[src/rtl/servo_profile_ctrl.sv]
// Servo position controller: ramps a PWM duty ratio toward a target with an accel/cruise/decel profile.
// Optional ratio clamping and limit_hit output when SERVO_RATIO_LIMIT_EN is defined.
module servo_profile_ctrl #(
  parameter int unsigned RATIO_W        = 8,
  parameter int unsigned PROFILE_DEPTH  = 8,
  parameter int unsigned MIN_DELAY      = 24,
  parameter int unsigned DELAY_STEP     = 16,
  parameter int unsigned SETTLE_PERIODS = 32,
  parameter int unsigned DELAY_W        = 10
`ifdef SERVO_RATIO_LIMIT_EN
  ,
  parameter int unsigned MIN_RATIO      = 'h10,
  parameter int unsigned MAX_RATIO      = 'hF0
`endif
) (
  input  logic               clock,
  input  logic               reset_n,
  input  logic               pwm_enable,
  input  logic [RATIO_W-1:0] start_ratio,
  input  logic [RATIO_W-1:0] target_ratio,
  output logic               pwm_signal,
  output logic [RATIO_W-1:0] curr_ratio,
  output logic               busy,
  output logic               at_target,
`ifdef SERVO_RATIO_LIMIT_EN
  output logic               limit_hit,
`endif
  output logic               period_tick
);

  localparam int unsigned STEP_W = $clog2(PROFILE_DEPTH);
  localparam int unsigned SET_W  = $clog2(SETTLE_PERIODS + 1);

  localparam logic [1:0] S_IDLE   = 2'd0;
  localparam logic [1:0] S_SETTLE = 2'd1;
  localparam logic [1:0] S_HOLD   = 2'd2;
  localparam logic [1:0] S_MOVE   = 2'd3;

  logic [1:0]         state_q, state_d;
  logic [RATIO_W-1:0] pwm_cnt_q, pwm_cnt_d;
  logic [RATIO_W-1:0] duty_q, duty_d;
  logic [RATIO_W-1:0] curr_q, curr_d;
  logic [SET_W-1:0]   settle_q, settle_d;
  logic [STEP_W-1:0]  step_q, step_d;
  logic               dir_q, dir_d;
  logic [DELAY_W-1:0] delay_q, delay_d;

  logic [RATIO_W-1:0] raw_target, eff_target, next_ratio, remain;
  logic [STEP_W-1:0]  step_next;
  logic               tick, want_up;

  function automatic logic [DELAY_W-1:0] delay_of(input logic [STEP_W-1:0] k);
    return DELAY_W'(MIN_DELAY + (PROFILE_DEPTH - 1 - 32'(k)) * DELAY_STEP);
  endfunction

  assign raw_target = (target_ratio == '0) ? start_ratio : target_ratio;

`ifdef SERVO_RATIO_LIMIT_EN
  localparam logic [RATIO_W-1:0] MIN_R = RATIO_W'(MIN_RATIO);
  localparam logic [RATIO_W-1:0] MAX_R = RATIO_W'(MAX_RATIO);
  logic clamp_active;

  always_comb begin
    eff_target   = raw_target;
    clamp_active = 1'b0;
    if (raw_target < MIN_R) begin
      eff_target   = MIN_R;
      clamp_active = 1'b1;
    end else if (raw_target > MAX_R) begin
      eff_target   = MAX_R;
      clamp_active = 1'b1;
    end
  end

  assign limit_hit = clamp_active && (state_q != S_IDLE);
`else
  assign eff_target = raw_target;
`endif

  assign tick       = &pwm_cnt_q;
  assign want_up    = eff_target > curr_q;
  assign next_ratio = dir_q ? curr_q + RATIO_W'(1) : curr_q - RATIO_W'(1);
  assign remain     = dir_q ? eff_target - next_ratio : next_ratio - eff_target;

  // Speed step after a unit move: accelerate, cap at top speed, and never exceed
  // remaining distance minus one so the final unit is always taken at step 0.
  always_comb begin
    step_next = (step_q == STEP_W'(PROFILE_DEPTH - 1)) ? step_q : step_q + STEP_W'(1);
    if (32'(step_next) >= 32'(remain) && remain != '0)
      step_next = STEP_W'(remain - RATIO_W'(1));
  end

  always_comb begin
    state_d   = state_q;
    pwm_cnt_d = pwm_cnt_q;
    duty_d    = duty_q;
    curr_d    = curr_q;
    settle_d  = settle_q;
    step_d    = step_q;
    dir_d     = dir_q;
    delay_d   = delay_q;
    if (!pwm_enable) begin
      state_d   = S_IDLE;
      pwm_cnt_d = '0;
      duty_d    = '0;
      settle_d  = '0;
      step_d    = '0;
      delay_d   = '0;
    end else begin
      pwm_cnt_d = (state_q == S_IDLE) ? '0 : pwm_cnt_q + RATIO_W'(1);
      if (tick) duty_d = curr_q;
      case (state_q)
        S_IDLE: begin
          curr_d   = start_ratio;
          settle_d = '0;
          state_d  = S_SETTLE;
        end
        S_SETTLE: begin
          if (tick) begin
            if (settle_q == SET_W'(SETTLE_PERIODS - 1)) begin
              settle_d = '0;
              state_d  = S_HOLD;
            end else begin
              settle_d = settle_q + SET_W'(1);
            end
          end
        end
        S_HOLD: begin
          if (curr_q != eff_target) begin
            state_d = S_MOVE;
            step_d  = '0;
            dir_d   = want_up;
            delay_d = '0;
          end
        end
        default: begin
          if (tick) begin
            if (delay_q + DELAY_W'(1) == delay_of(step_q)) begin
              delay_d = '0;
              // Target is re-evaluated before committing a unit: reached or
              // reversed targets are handled without stepping past curr_ratio.
              if (eff_target == curr_q) begin
                state_d = S_HOLD;
                step_d  = '0;
              end else if (want_up != dir_q) begin
                dir_d  = want_up;
                step_d = '0;
              end else begin
                curr_d = next_ratio;
                if (remain == '0) begin
                  state_d = S_HOLD;
                  step_d  = '0;
                end else begin
                  step_d = step_next;
                end
              end
            end else begin
              delay_d = delay_q + DELAY_W'(1);
            end
          end
        end
      endcase
    end
  end

  always_ff @(posedge clock or negedge reset_n) begin
    if (!reset_n) begin
      state_q   <= S_IDLE;
      pwm_cnt_q <= '0;
      duty_q    <= '0;
      curr_q    <= '0;
      settle_q  <= '0;
      step_q    <= '0;
      dir_q     <= 1'b0;
      delay_q   <= '0;
    end else begin
      state_q   <= state_d;
      pwm_cnt_q <= pwm_cnt_d;
      duty_q    <= duty_d;
      curr_q    <= curr_d;
      settle_q  <= settle_d;
      step_q    <= step_d;
      dir_q     <= dir_d;
      delay_q   <= delay_d;
    end
  end

  assign pwm_signal  = pwm_cnt_q < duty_q;
  assign curr_ratio  = curr_q;
  assign busy        = (state_q == S_MOVE);
  assign at_target   = (state_q == S_HOLD) && (curr_q == eff_target);
  assign period_tick = tick;

endmodule
[config.mk]
export PLATFORM = sky130hd
export DESIGN_NAME = servo_profile_ctrl
export DESIGN_NICKNAME = d
export VERILOG_FILES = /design/src/rtl/servo_profile_ctrl.sv
export SDC_FILE = /design/constraint.sdc
export NUM_CORES = 1
export LEC_CHECK = 0
export BUFFER_PORTS_ARGS = -buffer_cell sky130_fd_sc_hd__buf_4
export CAP_MARGIN = 0
export CORE_MARGIN = 10
export CORE_UTILIZATION = 30
export CTS_BUF_LIST = sky130_fd_sc_hd__clkbuf_16
export CTS_CLUSTER_SIZE = 40
export DETAILED_ROUTE_END_ITERATION = 8
export GPL_TIMING_DRIVEN = 1
export PLACE_DENSITY = 0.5
export SYNTH_ARGS = -nofsm -noshare
export SYNTH_HDL_FRONTEND = slang
export SYNTH_SLANG_ARGS = --single-unit
[constraint.sdc]
create_clock -name clock -period 10.9 [get_ports clock]
set_clock_uncertainty 0.15 [all_clocks]
set_input_delay 1.635 -clock clock [delete_from_list [all_inputs] [get_ports clock]]
set_output_delay 1.635 -clock clock [all_outputs]
set_load 0.01 [all_outputs]
# == After elaboration in Yosys (flattened, before gate mapping) ==
# Cells that the tools add are included.
# op_classes
add_sub_neg,11
magnitude_cmp,3
eq_ne,26
n_mux,47
bitwise,2
n_reduce_logical,20
# ops
cell,n
$mux W8,11
$mux W10,4
$mux W3,9
$pmux W10 S2,1
$mux W2,9
$mux W6,3
$add A8 B1 Y8 const B,2
$eq A8 B8 Y1,2
$logic_not A8 Y1,2
$pmux W8 S2,1
$sub A8 B8 Y8,2
$reduce_and A7 Y1,2
$pmux W6 S2,1
$add A10 B1 Y10 const B,1
$eq A10 B10 Y1,1
$reduce_bool A2 Y1,5
$add A6 B8 Y9 const A,1
$ne A3 B1 Y1 const B,3
$ne A3 B3 Y1 const B,3
$ge A3 B8 Y1,1
$gt A8 B8 Y1,1
$lt A8 B8 Y1,1
$ne A2 B2 Y1 const B,4
$ne A8 B8 Y1,1
29 further kinds,38
# word_totals
ff_bits,46
out_inout_bits,12
wordCells,117

# == Depth between registers and ports, before layout ==
# Gate-level depths: netlist of the first run.
# depth
word_depth,14
mapped_depth,18
ltp_nobuf,16

# == Worst setup path before layout of the first run ==
# Ideal clock, no wire load.
# synth_timing
path_kind,input -> register
start,input target_ratio[7]
end,register step_q[0]
t_arrival_ps,4921
setup_slack_ps,5739
cell_stages,13
path_cell_list,nor4_2 and2_1 a21o_1 inv_1 ha_1 nand4b_1 nor2_1 and2_1 o41ai_1 nor4bb_1 or3b_4 or3b_1 o221ai_1
# synth_between
elab_chain_cells,14
word_cells_on_any_way,24
classes_between,add/sub: 3; order compare: 2; eq/ne: 4; mux: 10; reduce/logical: 5
# synth_rtl
element,line,text
from (decl),20,"input logic [RATIO_W-1:0] target_ratio,"
$logic_not A8 Y1,56,assign raw_target = (target_ratio == '0) ? start_ratio : target_ratio;
$mux W8 (*),56,
$sub A8 B8 Y8,83,assign remain = dir_q ? eff_target - next_ratio : next_ratio - eff_target;
$mux W8,83,
$ge A3 B8 Y1 / $reduce_bool A8 Y1 (equally long branches),89,if (32'(step_next) >= 32'(remain) && remain != '0)
$logic_and A1 B1 Y1,89,
$mux W3,89,
$mux W3,150,if (remain == '0) begin
$mux W3,145,end else if (want_up != dir_q) begin
$mux W3,142,if (eff_target == curr_q) begin
$mux W3,138,if (delay_q + DELAY_W'(1) == delay_of(step_q)) begin
$mux W3,137,if (tick) begin
$pmux W3 S2,112,case (state_q)
$mux W3,102,if (!pwm_enable) begin
to (signal assigned),182,step_q <= step_d;
to (decl),44,"logic [STEP_W-1:0] step_q, step_d;"
# Mark *: on every way between the ends. The rest lies on a longest branch, timed or not. The select of a mux whose other input is x is not followed.
# A chain may end at the register's enable or synchronous reset.

# == Final worst setup path of the first run ==
# layout_timing
start,input target_ratio[7]
end,output at_target
# layout_between
elab_chain_cells,4
# layout_rtl
element,line,text
$logic_not A8 Y1,56,
$mux W8 (*),56,
$eq A8 B8 Y1 (*),191,assign at_target = (state_q == S_HOLD) && (curr_q == eff_target);
$logic_and A1 B1 Y1 (*),191,
to (decl),24,"output logic at_target,"
# Mark *: on every way between the ends. The rest lies on a longest branch, timed or not.

==> run metrics, run 1 <==
vias after detailed routing 3,554; post-place setup slack about 5200 ps; top cell type's share of synthesized area 27.5%; fin cells between 700 and 800; final setup margin about 5200 ps; pin count of the biggest net entering global routing 47; Area growth syn-to-layout 12.9%; vias in the first global route ~3,600; DR iter-0 viols about 210; Mapped Area between 4000 and 5000 um2; Final Core Density between 30% and 40%; Netlist cell types 61; Clock transition at path regs 70 ps; critical path class input pin to primary output; Hold Vio Cnt, Final 0; Avg Vias per Cell slightly above 5; Die ar. approximately 19,000 um2; # Post-CTS Setup Buffers 0; setup total negative slack 0 ps; row count 43; routed len/inst about 15 um; CTS tree done; GRT busiest layer met2; Post-layout nets between 500 and 600; Overflow after GRT 0; Worst setup EP type primary output; Worst path slowest cell nor4_2; Final min period 5750 ps; CTS buffer count 5; max-cap violations 0; Seq cells post-synth 46; CP peak stage delay approximately 410 ps; Post-synth EDFFs 0; CP required 9120 ps; Syn. warnings 0; count of final setup violators 0; GR Util met2 18.0%; initial antenna violation count 0; measured slew at the worst slew-check pin 799 ps; GPL Wtd Cong between 0.8 and 0.9; Static Leak 2.10 nW; DRC Markers 0; CTS Hold Buffers Added 0; chip height approximately 140 um; GR Util met3 ~1.8%; synthesized netlist cell count 501; Slew headroom 45.3%; most common cell in the netlist inv_1; period utilisation layout between 50% and 60%; area of placed instances approximately 4600 um2; Synth area leaders dfrtp_1 (28%), ha_1 (13%), inv_1 (4.2%); run status finished clean; worst skew pair latency roughly 290 ps; Post-CTS Resized 0; sequence of cells on the critical path buf_4 > nor4_2 > and2_1 > a21o_1 > inv_1 > ha_1 > nand4b_1 > nor2_1 > and2_1 > buf_4; core footprint between 10,000 and 15,000 um2; RSZ-0062 raised after global routing no; WP data arrival just under 4000 ps; GRT Total Usage ~11%; Bufs on Longest Clock Path 2; CP bufs+invs 3; first-pass iteration count of the detailed router 6; Worst VDD drop between 150 and 200 uV; fmax 0.174 GHz; ANT cells 0; Final Slew Violations 0; Tightest Hold Check Type flop to flop; Initial Util a little under a third; first-pass GRT wire length roughly 18,000 um; crit-path leading delay family simple AND/OR/NAND/NOR gates; Detailed Route WL around 10,000 um; Startpoint Class input pin; GR Layer Usage met1 about 14%; leading area contributor after synthesis dfrtp_1; CP max FO 5; IO Port Bufs 30; async set-reset flop share out of synthesis 100%; Layout Cell Area excl Fill between 4000 and 5000 um2; Final HPWL DP about 8200 um; die width 138 um; Seq/Total Area, Yosys between 20 and 30%; commonest register cell after synthesis dfrtp_1; Routed Antenna Nets 0; total I/O pin count 31; htree depth 2; Mapped Nets ~570; root buffer cell clkbuf_16; layout cell share with drive strength beyond 1 a little under an eighth; clock sinks between 40 and 50; Commonest cells post-synth inv_1 (47), dfrtp_1 (46), ha_1 (45); Post-Place Cells 695; PD cells 301 nW/um2; Mean Syn Cell Area between 8 and 9 um2
## path summary, 6_finish.rpt
kind                                         from                     end  slack (ps)  cells past startpoint
setup / recovery                  target_ratio[7]               at_target        5150                     10
min in group asynchronous                 reset_n   duty_q[4]$_DFFE_PN0N_        1210                      1
hold reg to reg            pwm_cnt_q[0]$_DFF_PN0_  pwm_cnt_q[0]$_DFF_PN0_         370                      1
max in group asynchronous                 reset_n  delay_q[6]$_DFFE_PN0P_        8970                      1
setup reg to reg                dir_q$_DFFE_PN0P_   step_q[2]$_DFFE_PN0P_        5600                     14
hold / removal             pwm_cnt_q[0]$_DFF_PN0_  pwm_cnt_q[0]$_DFF_PN0_         370                      1
## per-layer routing
metal | routed length (um) | share of wire (%)
met1 | 5120 | 49
met2 | 4820 | 46
met3 | 372 | 3.6
met4 | 145 | 1.4
met5 | 0 | 0
## kinds of logic after synthesis
logic type,count (synthesis),share of synthesized area (%)
AND/OR/NAND/NOR,177,22.3
AO/OA/AOI/OAI,121,19.1
buffers and inverters,65,6.10
adder cells (fa/ha/maj),48,14.9
flip-flops,46,27.5
XOR/XNOR,23,4.82
multiplexers,21,5.24
## registers in the layout, summed over array words and instances (netlist names)
signal,flops
settle_q,6
state_q,2
pwm_cnt_q,8
step_q,3
duty_q,8
dir_q,1
delay_q,10
curr_ratio,8
## cell usage in the layout (no fill, tap or decap), types with 4 or more instances in the layout
cell type  synthesis  final
a21oi_1           20     20
clkbuf_16          0      5
nor2b_1            9      9
nand4_1            4      4
mux2_2             7      7
o21ai_0           35     35
dfrtp_1           46     46
or2_2              4      4
or3_1              5      5
o22ai_1            6      6
o21a_1             5      5
xor2_1             9      9
o31ai_1            7      7
nand3b_1           4      4
nand2b_1           8      8
nand3_1           21     21
nor2_1            32     32
inv_1             47     47
buf_4              0     32
and3_1             6      6
ha_1              45     45
xnor2_1           14     14
and2_1            17     17
nand2_1           43     43
mux2i_1           14     14
a21o_1            10     10
o2111ai_1          5      5
nor3_1             9      9
## per-stage QoR
step | power (W) | hold WS, ps
after floorplan | 0.00102 | 310
after global placement | 0.00126 | 351
after detailed placement | 0.00127 | 360
after CTS | 0.00144 | 372
after global routing | 0.00158 | 408
final | 0.00142 | 367
## power breakdown
group          switching, W  leakage (nW)  internal [W]  total [W]
Clock             0.0000692        0.0698     0.0000850   0.000154
Combinational      0.000589          1.41      0.000435    0.00102
Sequential        0.0000496         0.621      0.000194   0.000244
Total              0.000708          2.10      0.000714    0.00142
## area by class of cell
cell class / count / area [um2]
fill: 1451 / 9050
multi-input combinational: 390 / 2780
sequential: 46 / 1150
timing repair buffer: 32 / 240
tap: 180 / 225
inverter: 47 / 176
clock buffer: 5 / 125
clock inverter: 3 / 21.3
Power figures use the tool's default switching activity.
==> inputs of run 2 (changes only) <==
- ABC_AREA: not set -> 1
- clock period: 10.9 -> 5.5 ns (I/O delays scaled with it)
==> run 2 against run 1 <==
Net effect:
- sequential power is 95% higher
- total power is 80% higher
- design area is 0.16% higher
- wire length is 2.6% higher
- synthesized cell count is 16% higher
- die area hardly changed
- combinational power is 71% higher
- critical endpoint unchanged
- highest routed layer unchanged
==> run metrics, run 2 <==
Critical Path Most Common Cell inv_1; Clock transition at path regs 60 ps; max-cap violations 0; total power 0.00255 W; fin cells between 700 and 800; Final HPWL DP ~9000 um; vias in the first global route approximately 3,800; initial antenna violation count 0; Post-CTS Resized 0; DR iter-0 viols roughly 190; GR Layer Usage met1 about 14%; sequence of cells on the critical path buf_4 > inv_1 > nand3_1 > nor2_4 > a21oi_1 > inv_1 > ha_1 > inv_1 > nor4_2 > inv_1 > nor2_2 > buf_4; Startpoint Class input pin; # Post-CTS Setup Buffers 0; worst r2r src dir_q$_DFFE_PN0P_; critical path class input pin to primary output; Worst path slowest cell a21oi_1; hold slack 338 ps; Mapped Nets 649; CTS buffer count 5; Seq cells post-synth between 40 and 50; fmax roughly 0.26 GHz; Initial Util a little under a third; clock sinks 46; CP required between 4000 and 5000 ps; die width 138 um; multiplexer share of the synthesized area less than 1%; combinational family with the most area after synthesis simple AND/OR/NAND/NOR gates; pin count of the biggest net entering global routing between 40 and 50; Post-Place Cells 783; run status finished clean; Synth area leaders dfrtp_1 (28%), ha_1 (13%), nand2_1 (12%); period utilisation layout between 60% and 70%; Final Slew Violations 0; most common cell in the netlist nand2_1; cell depth of the worst setup path 12; FF-to-FF End state_q[1]$_DFFE_PN0P_; first-pass GRT wire length ~18,000 um; most frequent cells in the layout nand2_1 (131), inv_1 (97), nand3_1 (55), dfrtp_1 (46), ha_1 (45); commonest register cell after synthesis dfrtp_1; max FFs per register 10; Syn. warnings 0; total I/O pin count 31; top cell type's share of synthesized area 27.6%; Seq/Total Area, Yosys between 20% and 30%; Worst VDD drop approximately 170 uV; setup total negative slack 0 ps; Tightest Hold Check Type flop to flop; post-synthesis xor/xnor area fraction under 10%; Hold Vio Cnt, Final 0; GPL Wtd Cong just under 0.9; Mapped Area between 4000 and 5000 um2; reg2reg setup slack 1890 ps; routed len/inst between 10 and 15 um; Avg Vias per Cell around 4.8; Worst setup EP type primary output; CP peak stage delay 350 ps; Bufs on Longest Clock Path 2; Biggest register delay_q; async set-reset flop share out of synthesis 100%; Netlist cell types between 40 and 50; Final Core Density ~34%; CP max FO 8; core footprint ~14,000 um2; PD cells around 540 nW/um2; crit-path leading delay family buffers and inverters; Simple-Gate Fraction of Synth Area a little under a third; CTS tree done; CP bufs+invs 6; Commonest cells post-synth nand2_1 (131), inv_1 (97), nand3_1 (55); row count 43; layout cell share with drive strength beyond 1 a little under an eighth; Mean Syn Cell Area about 7 um2; Final min period ~3800 ps; CTS Hold Buffers Added 0; Overflow after GRT 0; R2R depth 20; Hold Path Stages 1; vias after detailed routing approximately 3,800; Die ar. 19,000 um2; synthesized netlist cell count about 580; count of final setup violators 0; Detailed Route WL 10,700 um; WP data arrival between 2000 and 3000 ps; root buffer cell clkbuf_16; Static Leak approximately 2.4 nW; measured slew at the worst slew-check pin approximately 610 ps; min-delay src pwm_cnt_q[0]$_DFF_PN0_; GRT Total Usage 11.2%; Routed Antenna Nets 0; Post-synth EDFFs 0; IO Port Bufs 30; Compound-Gate Fraction of Synth Area about an eighth; GR Util met3 between 1.5 and 2%; RSZ-0062 raised after global routing no; GRT busiest layer met2; first-pass iteration count of the detailed router 5; commonest non-fill, non-tap cell in the layout nand2_1; ANT cells 0; chip height between 100 and 150 um; GR Util met2 about a fifth; Worst Hold End pwm_cnt_q[0]$_DFF_PN0_; worst skew pair latency 290 ps; Synth Area in Adders approximately 15%; leading area contributor after synthesis dfrtp_1; Post-layout nets 677; htree depth 2; DRC Markers 0; Area growth syn-to-layout 13.2%; Slew headroom between 50 and 60%
run 2: worst max-delay path by stage:
stage	start	endpoint
after floorplan	target_ratio[4]	step_q[2]$_DFFE_PN0P_
after global placement	target_ratio[4]	step_q[0]$_DFFE_PN0P_
after detailed placement	target_ratio[7]	step_q[0]$_DFFE_PN0P_
after CTS	target_ratio[7]	at_target
after global routing	target_ratio[7]	step_q[0]$_DFFE_PN0P_
final	target_ratio[7]	at_target
run 2: layout make-up:
| class | instances | area, um2 |
|---|---|---|
| multi-input cells | 426 | 2590 |
| flip-flops and latches | 46 | 1150 |
| fillers | 1521 | 9040 |
| well taps | 180 | 225 |
| clock buffers | 5 | 125 |
| repair buffers | 31 | 233 |
| inverters | 100 | 375 |
| clock inverters | 2 | 33.8 |
run 2: metal layers:
metal / vias up / share of wire [%]
met5: - / 0
met4: 0 / 1.9
met3: 12 / 2.8
met2: 54 / 48
met1: 1768 / 48
li1: 1949 / -
run 2: worst register-to-register path: cells and delay by family (launching register included):
family          cells  cell delay [ps]
simple gates       12             1160
xor+xnor            1              290
buf+inv             3              570
fa+ha+maj           2              720
flops               1              360
compound gates      2              230
run 2: report_power, final:
part | leakage, nW | internal, W | total [W] | switching [W]
clock | 0.0773 | 0.000210 | 0.000337 | 0.000126
combinational | 1.67 | 0.000630 | 0.00174 | 0.00111
sequential | 0.625 | 0.000391 | 0.000475 | 0.0000844
run 2: kinds of logic (layout without fill, tap and decap cells):
family	Yosys count	in the layout
adder cells (fa/ha/maj)	48	48
AO/OA/AOI/OAI	92	92
flip-flops	46	46
multiplexers	1	1
AND/OR/NAND/NOR	269	269
XOR/XNOR	16	16
buffers and inverters	110	138
run 2: through the flow:
stage          cell area (um2)  setup slack, ps
2_1_floorplan             4180             2100
3_3_place_gp              4570             1580
3_5_place_dp              4570             1480
4_1_cts                   4730             1710
5_1_grt                   4730             1530
6_report                  4730             1710
